[src/rtl/padding_row_sequencer.sv]
// Row sequencer for a 3-row zero-padding buffer feeding a 3x3 conv engine.
// Inserts top/bottom zero rows, gates upstream rows and presents one window per output row.
module padding_row_sequencer #(
    parameter int unsigned IMG_H = 416,
    parameter int unsigned CNT_W = 9
) (
    input  logic             clk,
    input  logic             reset,
    input  logic             start,
    input  logic             abort,
    input  logic             row_valid,
    output logic             row_ready,
    output logic             pad_en,
    output logic             pad_zero,
    output logic             win_valid,
    input  logic             win_ready,
    output logic [CNT_W-1:0] out_row,
    output logic             busy,
    output logic             frame_done
);

    typedef enum logic [2:0] {
        IDLE,
        PRIME,
        LOAD,
        WIN,
        BOTTOM,
        DONE
    } state_t;

    localparam logic [CNT_W-1:0] ROWS_LAST = CNT_W'(IMG_H);
    localparam logic [CNT_W-1:0] OUT_LAST  = CNT_W'(IMG_H - 1);

    state_t           state, state_nx;
    logic [CNT_W-1:0] rows_in, rows_in_nx;
    logic [CNT_W-1:0] out_row_q, out_row_nx;
    logic [1:0]       shift_cnt, shift_nx;
    logic [1:0]       shift_inc;

    // Shift count only needs to know "3 or more rows in the buffer", so it saturates.
    assign shift_inc = (shift_cnt == 2'd3) ? 2'd3 : shift_cnt + 2'd1;

    always_ff @(posedge clk or negedge reset) begin
        if (!reset) begin
            state     <= IDLE;
            rows_in   <= '0;
            out_row_q <= '0;
            shift_cnt <= '0;
        end else begin
            state     <= state_nx;
            rows_in   <= rows_in_nx;
            out_row_q <= out_row_nx;
            shift_cnt <= shift_nx;
        end
    end

    always_comb begin
        state_nx   = state;
        rows_in_nx = rows_in;
        out_row_nx = out_row_q;
        shift_nx   = shift_cnt;
        row_ready  = 1'b0;
        pad_en     = 1'b0;
        pad_zero   = 1'b0;
        win_valid  = 1'b0;
        frame_done = 1'b0;

        // Abort suppresses every strobe and handshake in its cycle, not just the state change.
        if (abort) begin
            state_nx   = IDLE;
            rows_in_nx = '0;
            out_row_nx = '0;
            shift_nx   = '0;
        end else begin
            case (state)
                IDLE: begin
                    if (start) begin
                        state_nx   = PRIME;
                        rows_in_nx = '0;
                        out_row_nx = '0;
                        shift_nx   = '0;
                    end
                end
                PRIME: begin
                    pad_en   = 1'b1;
                    pad_zero = 1'b1;
                    shift_nx = shift_inc;
                    state_nx = LOAD;
                end
                LOAD: begin
                    row_ready = 1'b1;
                    if (row_valid) begin
                        pad_en     = 1'b1;
                        shift_nx   = shift_inc;
                        rows_in_nx = (rows_in == ROWS_LAST) ? rows_in : rows_in + 1'b1;
                        if (shift_inc == 2'd3) begin
                            state_nx = WIN;
                        end
                    end
                end
                WIN: begin
                    win_valid = 1'b1;
                    if (win_ready) begin
                        if (out_row_q == OUT_LAST) begin
                            state_nx = DONE;
                        end else begin
                            out_row_nx = out_row_q + 1'b1;
                            state_nx   = (rows_in == ROWS_LAST) ? BOTTOM : LOAD;
                        end
                    end
                end
                BOTTOM: begin
                    pad_en   = 1'b1;
                    pad_zero = 1'b1;
                    shift_nx = shift_inc;
                    state_nx = WIN;
                end
                DONE: begin
                    frame_done = 1'b1;
                    state_nx   = IDLE;
                end
                default: begin
                    state_nx = IDLE;
                end
            endcase
        end
    end

    assign out_row = out_row_q;
    assign busy    = (state != IDLE);

    a_rows_bound: assert property (@(posedge clk) disable iff (!reset) rows_in <= ROWS_LAST);
    a_out_bound:  assert property (@(posedge clk) disable iff (!reset) out_row_q <= OUT_LAST);
    a_zero_en:    assert property (@(posedge clk) disable iff (!reset) pad_zero |-> pad_en);
    a_win_quiet:  assert property (@(posedge clk) disable iff (!reset) win_valid |-> (!row_ready && !pad_en));

endmodule

[config.mk]
export PLATFORM = sky130hd
export DESIGN_NAME = padding_row_sequencer
export DESIGN_NICKNAME = d
export VERILOG_FILES = /design/src/rtl/padding_row_sequencer.sv
export SDC_FILE = /design/constraint.sdc
export NUM_CORES = 1
export LEC_CHECK = 0
export BUFFER_PORTS_ARGS = -buffer_cell sky130_fd_sc_hd__buf_4
export CAP_MARGIN = 30
export CORE_MARGIN = 1.5
export CORE_UTILIZATION = 56
export CTS_CLUSTER_SIZE = 25
export DETAILED_ROUTE_END_ITERATION = 10
export GPL_TIMING_DRIVEN = 1
export HOLD_SLACK_MARGIN = 0.05
export PLACE_DENSITY_LB_ADDON = 0.12
export SLEW_MARGIN = 40
export SYNTH_ARGS = -nofsm -noshare
export SYNTH_HDL_FRONTEND = slang
export SYNTH_SLANG_ARGS = --single-unit
[constraint.sdc]
create_clock -name clk -period 2.7 [get_ports clk]
set_clock_uncertainty 0.1 [all_clocks]
set_input_delay 0.135 -clock clk [delete_from_list [all_inputs] [get_ports clk]]
set_output_delay 0.135 -clock clk [all_outputs]
set_load 0.02 [all_outputs]
# --- Yosys cells after proc, flatten, opt, wreduce, memory -nomap -nowiden ---
# Cells that the tools add are included.
totals:
  regBits: 23
  word_cells: 65
op_classes:
  n_addsub: 3
  eq_ne: 15
  mux: 33
  n_reduce_logical: 10
op_table:
  columns: ["op", "n"]
  rows:
  - ["2-to-1 mux 9 bit", 7]
  - ["one-hot mux 9 bit (2 select lines)", 2]
  - ["2-to-1 mux 3 bit", 7]
  - ["adder 9 x 1 -> 9 bit, second input constant", 2]
  - ["equality test 9 bit, second input constant", 2]
  - ["!= test 3 bit, second input constant", 6]
  - ["one-hot mux 3 bit (5 select lines)", 1]
  - ["AND reduction 4 bit", 3]
  - ["2-to-1 mux 1 bit", 10]
  - ["nonzero test 3 bit", 3]
  - ["2-to-1 mux 2 bit", 4]
  - ["equality test 3 x 2 -> 1 bit, second input constant", 2]
  - ["equality test 3 bit, second input constant", 2]
  - ["one-hot mux 2 bit (3 select lines)", 1]
  - ["equality test 2 bit, second input constant", 2]
  - ["nonzero test 4 bit", 1]
  - ["equality test 3 x 1 -> 1 bit, second input constant", 1]
  - ["zero test 3 bit", 1]
  - ["AND reduction 3 bit", 1]
  - ["adder 2 x 1 -> 2 bit, second input constant", 1]
  - ["one-hot mux 1 bit (2 select lines)", 1]
  - ["OR reduction 2 bit", 1]

# --- Depth between registers and ports, before layout ---
# Gate-level depths: netlist of run 1.
depth:
  depth_word: 7
  mapped_depth: 6
  ltp_nobuf: 6

# --- Worst setup path after synthesis of run 1 ---
# Ideal clock, no wire load.
synth_path:
  path_kind: "register to output"
  startpoint: "register state[0]"
  endpoint: "output port pad_en"
  t_arrival_ns: 1.721
  path_slack_ns: 0.744
  stages_incl_launch_ff: 5
  n_path_buf: 1
  cell_sequence: "dfrtp_1 > buf_2 > or4b_2 > inv_1 > a21o_1"
synth_via:
  elab_chain_cells: 4
  word_cells_on_any_way: 6
  cone_classes: "3 x eq/ne; 2 x mux; 1 x reduce/logical"
synth_rtl:
  columns: ["item", "line", "source"]
  rows:
  - ["start: declaration", "34", "state_t state, state_nx;"]
  - ["start signal: assignment", "50", "state <= state_nx;"]
  - ["equality test 3 bit or equality test 3 x 1 -> 1 bit (tied branches)", "75", "case (state)"]
  - ["OR reduction 2 bit (no source line)", null, null]
  - ["one-hot mux 1 bit (2 select lines) (*)", "75", null]
  - ["2-to-1 mux 1 bit (*)", "69", "if (abort) begin"]
  - ["end: declaration", "13", "output logic pad_en,"]
# Every way passes the cells marked *; elsewhere a longest branch is shown, timed or not.

# --- Final worst setup path of run 1 ---
layout_path:
  startpoint: "register state[1]"
  endpoint: "output port pad_en"
# Same word-level chain as after synthesis.

==> flow_summary.toml, run 1 <==
[synthesis]
postSynthRegisterBits = 23
synth.most_common_cell = "sky130_fd_sc_hd__dfrtp_1"
syn-cell-area_mm2 = 0.00151
synth_commonest_cells = "23 x sky130_fd_sc_hd__dfrtp_1, 16 x sky130_fd_sc_hd__nand2_1, 12 x sky130_fd_sc_hd__or3_1, 11 x sky130_fd_sc_hd__nand3_1, 10 x sky130_fd_sc_hd__nor2_1"
post_synthesis_xor_xnor_area_fraction_pct = 0.581
synth_top_family_by_area = "simple AND/OR/NAND/NOR gates"
post-synth-top-area-fraction_pct = 38.2
part_of_the_yosys_area_used_for_sequential_elements_pct = 38.2
synth.largest_area_cell = "sky130_fd_sc_hd__dfrtp_1"
post_synth_inst_count = 171
postSynth.topFlopCell = "sky130_fd_sc_hd__dfrtp_1"
yosys_warnings = 0
postSynthAreaPerCell_um2 = 8.82
synthSimpleGateAreaFrac_pct = 28.5
synth_area_in_adders_pct = 3.15
synth_compound_area_share_pct = 19.5
synthTopCellsByArea = "sky130_fd_sc_hd__dfrtp_1 38%, sky130_fd_sc_hd__or3_1 5.0%, sky130_fd_sc_hd__mux2i_1 4.6%, sky130_fd_sc_hd__nand2_1 4.0%, sky130_fd_sc_hd__nand3_1 3.7%"
postSynthNetCount = 180
synth_mux_area_share_pct = 5.39
synth_cell_types = 50
ys_async_sr_fraction_pct = 100
number_of_enable_type_register_cells_in_the_synthesized_netlist = 0

[setup_path]
cp_max_fo = 14
critical_path_class = "flop to primary output"
reg2reg_setup_slack_ns = 0.52
worst-endpoint-required_ns = 2.47
worst_setup_path_end_kind = "primary output"
critPathArrivalTime_ns = 2.05
worstSetupStartpointType = "flop"
rr_startpoint = "state[1]$_DFFE_PN0P_"
worst_r2r_endpoint = "out_row[8]$_DFFE_PN0P_"
rr_worst_depth = 4

[final_layout]
n_fill_cell = 217
area_growth_from_synthesis_to_final_layout_pct = 13.9
multiInputGateArea_um2 = 862
count_of_inserted_antenna_diode_cells = 0
regArea_um2 = 576
post-route-util_pct = 68.1
final_layout_size_suffix_gt1_share_pct = 16.8
finalNonFillerCells = 221
final_nets = 201

[clock_tree]
cts_repair_resize_count = 0
cts.clk_slew.worst_paths_ns = 0.13
cts_htree_levels = 1
cts-buffers-inserted = 3
clk-insertion-delay-late_ns = 0.31
cts_max_path_buffers = 2
post_cts_buffers = 0
clk_root_buffer_cell = "sky130_fd_sc_hd__clkbuf_4"
cts_tree = "built"
cts.sink_count = 23

[sta]
drv_slew = 0
max-slew-margin-rel_pct = 57.5
setup_total_neg_slack_ns = 0
timing.final.crit_share_pct = 84.7
grt_setup_unrepaired = "no"
timing.fmax_mhz = 437
final_hold_viol_count = 0
layout_min_cycle_time_ns = 2.29
whs_ns = 0.140
final_report_setup_violation_count = 0
worst-slew-pin-transition_ns = 0.632

[floorplan]
num_io_pins = 21
num_rows = 18
die_h_um = 54.9
design.die.area_mm2 = 0.00301
coreArea_mm2 = 0.00252
start_util_pct = 59.8
chip_width_um = 54.9

[global_routing]
grt_pass1_vias = 1272
pin_count_of_the_biggest_net_entering_global_routing = 27
global_route.overflow_total = 0
global_route.usage.total_pct = 26.2
antenna_violations_before_repair = 0
global_route_wire_length_before_repair_um = 5620

[routing]
detail_route.wirelength_um = 3640
detailedRoute.firstPassIterationCount = 5
ant_nets = 0
drt_iter0_drc = 27
drc_errors = 0
avgViaCountPerCell = 6.48
detailroute.via_count = 1433
detailed_route_wire_length_per_cell_um = 16.5

[power]
fin_total_pwr_uw = 978
vdd_ir_drop_max_uv = 414
powerDensity_mw_per_mm2 = 569
power.leakage_nw = 0.745

[place]
buffer_ports.inserted = 20
gp_congestion = 0.861
dp_cells = 215
place_hpwl_um = 2650

[run_status]
status = "finished, final reports clean"

[hold_path]
worst_hold_path_type = "input port to async pin"

[job]
drv.max_cap_violation_count = 0
## sequential cells by signal, summed over array words and instances, names as in the netlist
signal     flops
out_row        9
rows_in        9
shift_cnt      2
state          3
## kinds of logic (layout without fill, tap and decap cells)
group | Yosys count | after routing
fa+ha+maj | 4 | 4
flops | 23 | 23
mux | 8 | 8
xor+xnor | 1 | 1
buf+inv | 16 | 36
simple gates | 78 | 78
compound gates | 41 | 41
## cell usage in the layout, fill, tap and decap left out, drive strengths merged, types with 2 or more instances in the layout
cell type,count
a31o,2
or2,3
nor2b,2
nand4,2
or4,2
a2bb2oi,2
clkbuf,3
or4b,2
ha,3
nor3,7
dfrtp,23
nand3,11
nand2,16
nor4,2
dlygate4sd3,2
mux2i,7
a211oi,2
o311ai,3
and3,2
o22ai,2
o31ai,7
nor2,10
o21ai,7
or3,12
buf,22
inv,8
a21oi,7
## worst max-delay path, cell delays in order (launching register included)
cell and delay [ns]:
sky130_fd_sc_hd__dfrtp_1 0.59, sky130_fd_sc_hd__or4b_2 0.71, sky130_fd_sc_hd__inv_1 0.17, sky130_fd_sc_hd__a21o_1 0.14, sky130_fd_sc_hd__buf_4 0.13
## report_power, final
group / switching (mW) / internal [mW] / total (mW)
combinational: 0.217 / 0.163 / 0.381
clock: 0.108 / 0.0553 / 0.163
sequential: 0.0610 / 0.373 / 0.434
total: 0.386 / 0.592 / 0.978
## stage by stage
step / cell area, µm² / worst slack, ns
6_report: 1720 / 0.412
5_1_grt: 1720 / 0.259
4_1_cts: 1720 / 0.383
3_5_place_dp: 1670 / 0.531
3_3_place_gp: 1670 / 0.638
2_1_floorplan: 1510 / 0.744
## timing repair
action,in CTS,in global routing
endpoints found under the setup margin,0,0
endpoints found under the hold margin,25,0
hold buffers,2,0
## per-layer routing
| layer | share of wire (%) | vias up | track usage (%) |
|---|---|---|---|
| met4 | 1.2 | 0 | 10.4 |
| met3 | 5.6 | 8 | 4.64 |
| met2 | 47 | 49 | 42.1 |
| li1 | - | 693 | - |
| met1 | 46 | 683 | 34.8 |
| met5 | 0 | - | 0 |
## area by class of cell
type	count	area share, %
Sequential cell	23	33.5
Clock inverter	1	0.291
Tap cell	30	2.18
Inverter	8	1.75
Clock buffer	3	1.31
Multi-Input combinational cell	132	50.2
Timing Repair Buffer	24	10.8
## how the worst max path moves through the flow
stage | start | to | cells after the start
after global routing | state[1]$_DFFE_PN0P_ | pad_en | 4
final | state[1]$_DFFE_PN0P_ | pad_en | 4
after CTS | state[1]$_DFFE_PN0P_ | pad_en | 4
after global placement | state[1]$_DFFE_PN0P_ | out_row[8]$_DFFE_PN0P_ | 4
after detailed placement | state[1]$_DFFE_PN0P_ | out_row[8]$_DFFE_PN0P_ | 4
after floorplan | state[0]$_DFFE_PN0P_ | pad_en | 4
No activity file was read; power rests on OpenSTA's default activity.
==> run 2, diff against run 1 <==
Settings changed: ABC_AREA set to 1, CORE_UTILIZATION 56 to 52.
Clock period 2.7 ns to 2.1 ns, I/O delays scaled along.
==> run 2 against run 1 <==
Combinational power rose by 45%. Critical path depth rose by 2. Global-route usage fell by 3.1 points. Cell area rose by 11%. Clock-buffer cell count did not move. Sequential power rose by 20%. Worst setup slack got worse by 0.0057 ns. Non-clock buffer count fell by 2. Utilization fell by 5.6 points.
==> flow_summary.toml, run 2 <==
[run_status]
status = "finished, final reports clean"

[hold_path]
worst_hold_path_type = "input port to async pin"

[sta]
worst-slew-pin-transition_ns = 0.339
grt_setup_unrepaired = "no"
drv_slew = 0
max-slew-margin-rel_pct = 77.2
final_report_setup_violation_count = 0
setup_ws_ns = 0.406
final_hold_viol_count = 0
timing.fmax_mhz = 590
timing.final.crit_share_pct = 80.7
setup_total_neg_slack_ns = 0
layout_min_cycle_time_ns = 1.69

[floorplan]
chip_width_um = 59.8
die_h_um = 59.8
num_io_pins = 21
start_util_pct = 54.9
num_rows = 20
design.die.area_mm2 = 0.00357
coreArea_mm2 = 0.00305

[synthesis]
postSynthNetCount = 279
postSynthRegisterBits = 23
syn-cell-area_mm2 = 0.00168
post-synth-top-area-fraction_pct = 34.3
synthTopCellsByArea = "sky130_fd_sc_hd__dfrtp_1 34%, sky130_fd_sc_hd__nand2_1 24%, sky130_fd_sc_hd__nand3_1 8.1%, sky130_fd_sc_hd__nor2_1 7.6%, sky130_fd_sc_hd__inv_1 6.7%"
synth.largest_area_cell = "sky130_fd_sc_hd__dfrtp_1"
yosys_warnings = 0
number_of_enable_type_register_cells_in_the_synthesized_netlist = 0
synth_area_in_adders_pct = 2.24
synthSimpleGateAreaFrac_pct = 50.0
synth_mux_area_share_pct = 0
synth_commonest_cells = "107 x sky130_fd_sc_hd__nand2_1, 34 x sky130_fd_sc_hd__nor2_1, 30 x sky130_fd_sc_hd__inv_1, 27 x sky130_fd_sc_hd__nand3_1, 23 x sky130_fd_sc_hd__dfrtp_1"
post_synthesis_xor_xnor_area_fraction_pct = 0
part_of_the_yosys_area_used_for_sequential_elements_pct = 34.3
postSynth.topFlopCell = "sky130_fd_sc_hd__dfrtp_1"
synth.most_common_cell = "sky130_fd_sc_hd__nand2_1"
synth_compound_area_share_pct = 4.48
ys_async_sr_fraction_pct = 100
post_synth_inst_count = 270
postSynthAreaPerCell_um2 = 6.21
synth_cell_types = 23
synth_top_family_by_area = "simple AND/OR/NAND/NOR gates"

[global_routing]
global_route.usage.total_pct = 23.1
global_route_wire_length_before_repair_um = 6390
pin_count_of_the_biggest_net_entering_global_routing = 24
grt_pass1_vias = 1423
global_route.overflow_total = 0
antenna_violations_before_repair = 0

[routing]
detail_route.wirelength_um = 3840
drc_errors = 0
detailed_route_wire_length_per_cell_um = 11.4
drt_iter0_drc = 105
detailedRoute.firstPassIterationCount = 4
detailroute.via_count = 1712
avgViaCountPerCell = 5.08
ant_nets = 0

[final_layout]
final_cell_mix = "107 x sky130_fd_sc_hd__nand2_1, 34 x sky130_fd_sc_hd__nor2_1, 30 x sky130_fd_sc_hd__inv_1"
final_layout_size_suffix_gt1_share_pct = 14.3
count_of_inserted_antenna_diode_cells = 0
most_common_cell_after_layout_fill_and_taps_aside = "sky130_fd_sc_hd__nand2_1"
final_nets = 303
area_growth_from_synthesis_to_final_layout_pct = 13.7

[setup_path]
critical_path_class = "flop to primary output"
critical-path-top-cell-by-count = "sky130_fd_sc_hd__nand2_1"
worst_path_max_delay_cell = "sky130_fd_sc_hd__dfrtp_1"
worst_path_dominant_cell_family = "flip-flops"
critPathArrivalTime_ns = 1.49
worstSetupStartpointType = "flop"
worst_setup_path_end_kind = "primary output"
cp_max_fo = 7
critical_path_buf_inv_count = 2
crit_path_cell_trace = "inv_1 > nand3_2 > nor2_4 > nand2_1 > nand2_1 > buf_4"
worst-endpoint-required_ns = 1.89
critical_path.max_stage_delay_ns = 0.47

[power]
powerDensity_mw_per_mm2 = 675
vdd_ir_drop_max_uv = 491
power.leakage_nw = 1.00

[clock_tree]
cts-buffers-inserted = 3
cts.clk_slew.worst_paths_ns = 0.14
clk-insertion-delay-late_ns = 0.31
cts_tree = "built"
cts_max_path_buffers = 2
clk_root_buffer_cell = "sky130_fd_sc_hd__clkbuf_4"
cts_htree_levels = 1
cts_repair_resize_count = 0
cts.sink_count = 23

[job]
drv.max_cap_violation_count = 0

[place]
buffer_ports.inserted = 20
place_hpwl_um = 2790
dp_slack_ns = 0.499
gp_congestion = 0.858
-- run 2: cell count changes after synthesis, moves of 5 or more --
cell                      change
sky130_fd_sc_hd__nor2_2       +5
sky130_fd_sc_hd__mux2i_1      -7
sky130_fd_sc_hd__nand3_1     +16
sky130_fd_sc_hd__o31ai_1      -7
sky130_fd_sc_hd__o21ai_1      +5
sky130_fd_sc_hd__nand2_1     +91
sky130_fd_sc_hd__or3_1       -12
sky130_fd_sc_hd__inv_1       +22
sky130_fd_sc_hd__nor2_1      +24
-- run 2: stage by stage --
stage | power (mW) | cell area, µm² | hold WS (ns) | instances | util (%)
after floorplan | 0.926 | 1680 | -0.291 | 270 | -
after global placement | 1.07 | 1860 | -0.0793 | 331 | 60.9
after detailed placement | 1.08 | 1860 | -0.0787 | 331 | 60.9
after CTS | 1.30 | 1910 | 0.0943 | 337 | 62.5
after global routing | 1.38 | 1910 | 0.127 | 337 | 62.5
final | 1.29 | 1910 | 0.104 | 337 | 62.5
-- run 2: timing repair --
item,in CTS,in global routing
hold endpoints to repair,24,0
hold buffers,2,0
endpoints found under the setup margin,0,0
buffers inserted,0,0
-- run 2: path summary, 6_finish.rpt --
check,start,to,slack (ns),depth (start not counted)
worst max-delay path,state[0]$_DFFE_PN0P_,pad_en,0.41,6
worst min-delay path,reset,state[0]$_DFFE_PN0P_,0.10,2
worst max register to register,rows_in[0]$_DFFE_PN0P_,rows_in[2]$_DFFE_PN0P_,0.45,8
worst min register to register,shift_cnt[0]$_DFFE_PN0P_,shift_cnt[0]$_DFFE_PN0P_,0.44,2
max in group asynchronous,reset,state[2]$_DFFE_PN0P_,1.56,2
min in group clk,abort,rows_in[8]$_DFFE_PN0P_,0.11,4
-- run 2: final cells by class --
class / count / area [µm²]
timing repair buffer: 22 / 170
clock buffer: 3 / 22.5
sequential: 23 / 576
clock inverter: 1 / 5.00
tap: 44 / 55.1
inverter: 34 / 128
multi-input combinational: 210 / 951
fill: 328 / 1150
-- run 2: kinds of logic after synthesis --
logic type | count (synthesis)
DFF | 23
AOI/OAI and AO/OA | 14
buffers and inverters | 37
and+or+nand+nor | 193
adders and majority gates | 3
-- run 2: where the power goes --
group          internal [mW]  switching, mW
clock                 0.0712          0.142
combinational          0.164          0.389
sequential             0.479         0.0426
total                  0.714          0.573
-- run 2: per-layer routing --
metal | wire, µm | vias to the layer above | track usage [%]
met5 | 0 | - | 0
met4 | 30 | 0 | 5.71
li1 | - | 893 | -
met2 | 1700 | 40 | 35.2
met3 | 162 | 4 | 1.95
met1 | 1940 | 775 | 35.2
==> run 3, diff against run 2 <==
Settings changed: ABC_AREA 1 to 0, CORE_UTILIZATION 52 to 56.
Clock period 2.1 ns to 1.6 ns, I/O delays scaled along.
==> run 3 against run 2 <==
The run now ends with setup timing left. Die area fell by 16%. Hold slack lost 0.039 ns. Clock power up 38%. Non-clock buffer count up 48.
==> flow_summary.toml, run 3 (synthesized netlist as in run 1, its figures left out) <==
[routing]
drc_errors = 0
avgViaCountPerCell = 6.94
detail_route.wirelength_um = 5850
ant_nets = 0
detailed_route_wire_length_per_cell_um = 21.9
detailroute.via_count = 1852
drt_iter0_drc = 147
detailedRoute.firstPassIterationCount = 4

[final_layout]
finalNonFillerCells = 267
final_cell_mix = "61 x sky130_fd_sc_hd__buf_4, 19 x sky130_fd_sc_hd__dfrtp_1, 16 x sky130_fd_sc_hd__nand2_1"
post-route-util_pct = 92.4
design_area_mm2 = 0.00233
n_fill_cell = 92
most_common_cell_after_layout_fill_and_taps_aside = "sky130_fd_sc_hd__buf_4"
count_of_inserted_antenna_diode_cells = 0
final_layout_size_suffix_gt1_share_pct = 47.3
area_growth_from_synthesis_to_final_layout_pct = 54.6
final_nets = 247

[global_routing]
global_route_wire_length_before_repair_um = 7020
routing_usage_on_met3_pct = 5.46
grt.met1_usage_pct = 42.7
global_route.overflow_total = 0
pin_count_of_the_biggest_net_entering_global_routing = 24
antenna_violations_before_repair = 0
grt_pass1_vias = 1574
globalRouteMet2Util_pct = 53.4
grt_most_used_layer = "met2"
global_route.usage.total_pct = 32.6

[place]
buffer_ports.inserted = 20
place_hpwl_um = 2990
dp_cells = 244
detailed_place.area_mm2 = 0.00198
dp_slack_ns = -0.343
gp_congestion = 0.852

[clock_tree]
clk-insertion-delay-late_ns = 0.32
cts_htree_levels = 1
clk_root_buffer_cell = "sky130_fd_sc_hd__clkbuf_4"
cts_max_path_buffers = 2
cts.clk_slew.worst_paths_ns = 0.15
cts-buffers-inserted = 3
cts_tree = "built"
cts.sink_count = 23

[job]
drv.max_cap_violation_count = 0

[floorplan]
die_h_um = 54.9
start_util_pct = 59.8
design.die.area_mm2 = 0.00301
num_rows = 18
num_io_pins = 21
coreArea_mm2 = 0.00252
chip_width_um = 54.9

[setup_path]
critical_path_class = "flop to flop"
critPathArrivalTime_ns = 2.02
worst_setup_path_end_kind = "flop"
worstSetupStartpointType = "flop"
cp_max_fo = 7
worst-endpoint-required_ns = 1.70

[sta]
timing.fmax_mhz = 521
layout_min_cycle_time_ns = 1.92
timing.final.crit_share_pct = 120
final_hold_viol_count = 0
final_report_setup_violation_count = 28
worst-slew-pin-transition_ns = 0.564
setup_total_neg_slack_ns = -6.86
drv_slew = 0
max-slew-margin-rel_pct = 62.2
setup_ws_ns = -0.319
grt_setup_unrepaired = "yes"

[run_status]
status = "finished, violations left"
violations = "setup timing"

[power]
power.leakage_nw = 1.03
powerDensity_mw_per_mm2 = 972
vdd_ir_drop_max_uv = 935

[hold_path]
worst_hold_path_type = "input port to async pin"
## run 3: changes by cell type in the layout (fill, tap and decap cells not counted), moves of 5 or more
cell	before	now
sky130_fd_sc_hd__buf_4	20	61
sky130_fd_sc_hd__or3_1	0	10
sky130_fd_sc_hd__o31ai_1	0	5
sky130_fd_sc_hd__nand2_1	107	16
sky130_fd_sc_hd__buf_6	0	6
sky130_fd_sc_hd__nand3_1	27	11
sky130_fd_sc_hd__inv_1	30	7
sky130_fd_sc_hd__nor2_1	34	7
sky130_fd_sc_hd__mux2i_1	0	7
## run 3: final timing paths
path,startpoint,to,slack (ns),depth (start not counted)
min in group clk,abort,state[1]$_DFFE_PN0P_,0.07,3
max in group asynchronous,reset,out_row[5]$_DFFE_PN0P_,1.08,2
hold reg to reg,out_row[0]$_DFFE_PN0P_,out_row[0]$_DFFE_PN0P_,0.48,2
setup / recovery,state[0]$_DFFE_PN0P_,rows_in[5]$_DFFE_PN0P_,-0.32,6
hold / removal,reset,state[1]$_DFFE_PN0P_,0.07,2
setup reg to reg,state[0]$_DFFE_PN0P_,rows_in[5]$_DFFE_PN0P_,-0.32,6
## run 3: timing repair
item,4_1_cts,5_1_grt
pin swaps,7,5
cloned,1,0
endpoints found under the setup margin,28,29
gates resized for setup,24,13
endpoints found under the hold margin,25,0
hold buffers,2,0
buffers inserted,10,6
## run 3: power breakdown
group          switching (mW)  total (mW)  internal (mW)  leakage, nW
registers              0.0478       0.679          0.631        0.310
logic                   0.687        1.29          0.604        0.698
clock network           0.202       0.295         0.0937       0.0177
## run 3: through the flow
stage                     hold WS [ns]  total power [mW]
final                           0.0654              2.27
after global routing            0.0972              2.33
after CTS                       0.0550              2.02
after detailed placement        -0.110              1.54
after global placement          -0.110              1.51
after floorplan                 -0.316              1.26
## run 3: per-layer routing
layer  vias up  share of wire, %
met5         -                 0
met4         0               3.8
met3        34               9.0
met2       143                50
met1       897                38
li1        778                 -
## run 3: worst max-delay path: stages (launching register included)
cell,delay (ns)
sky130_fd_sc_hd__dfrtp_1,0.43
sky130_fd_sc_hd__buf_6,0.14
sky130_fd_sc_hd__buf_4,0.16
sky130_fd_sc_hd__nor2_2,0.24
sky130_fd_sc_hd__a21oi_1,0.17
sky130_fd_sc_hd__o311ai_0,0.41
sky130_fd_sc_hd__o31ai_1,0.15
## run 3: layout make-up
cell class	instances	area, µm²	area share, %
Clock inverter	1	5.00	0.215
Multi-Input combinational cell	132	1100	47.0
Tap cell	30	37.5	1.61
Clock buffer	3	22.5	0.966
Sequential cell	23	581	24.9
Inverter	8	32.5	1.40
Timing Repair Buffer	70	557	23.9
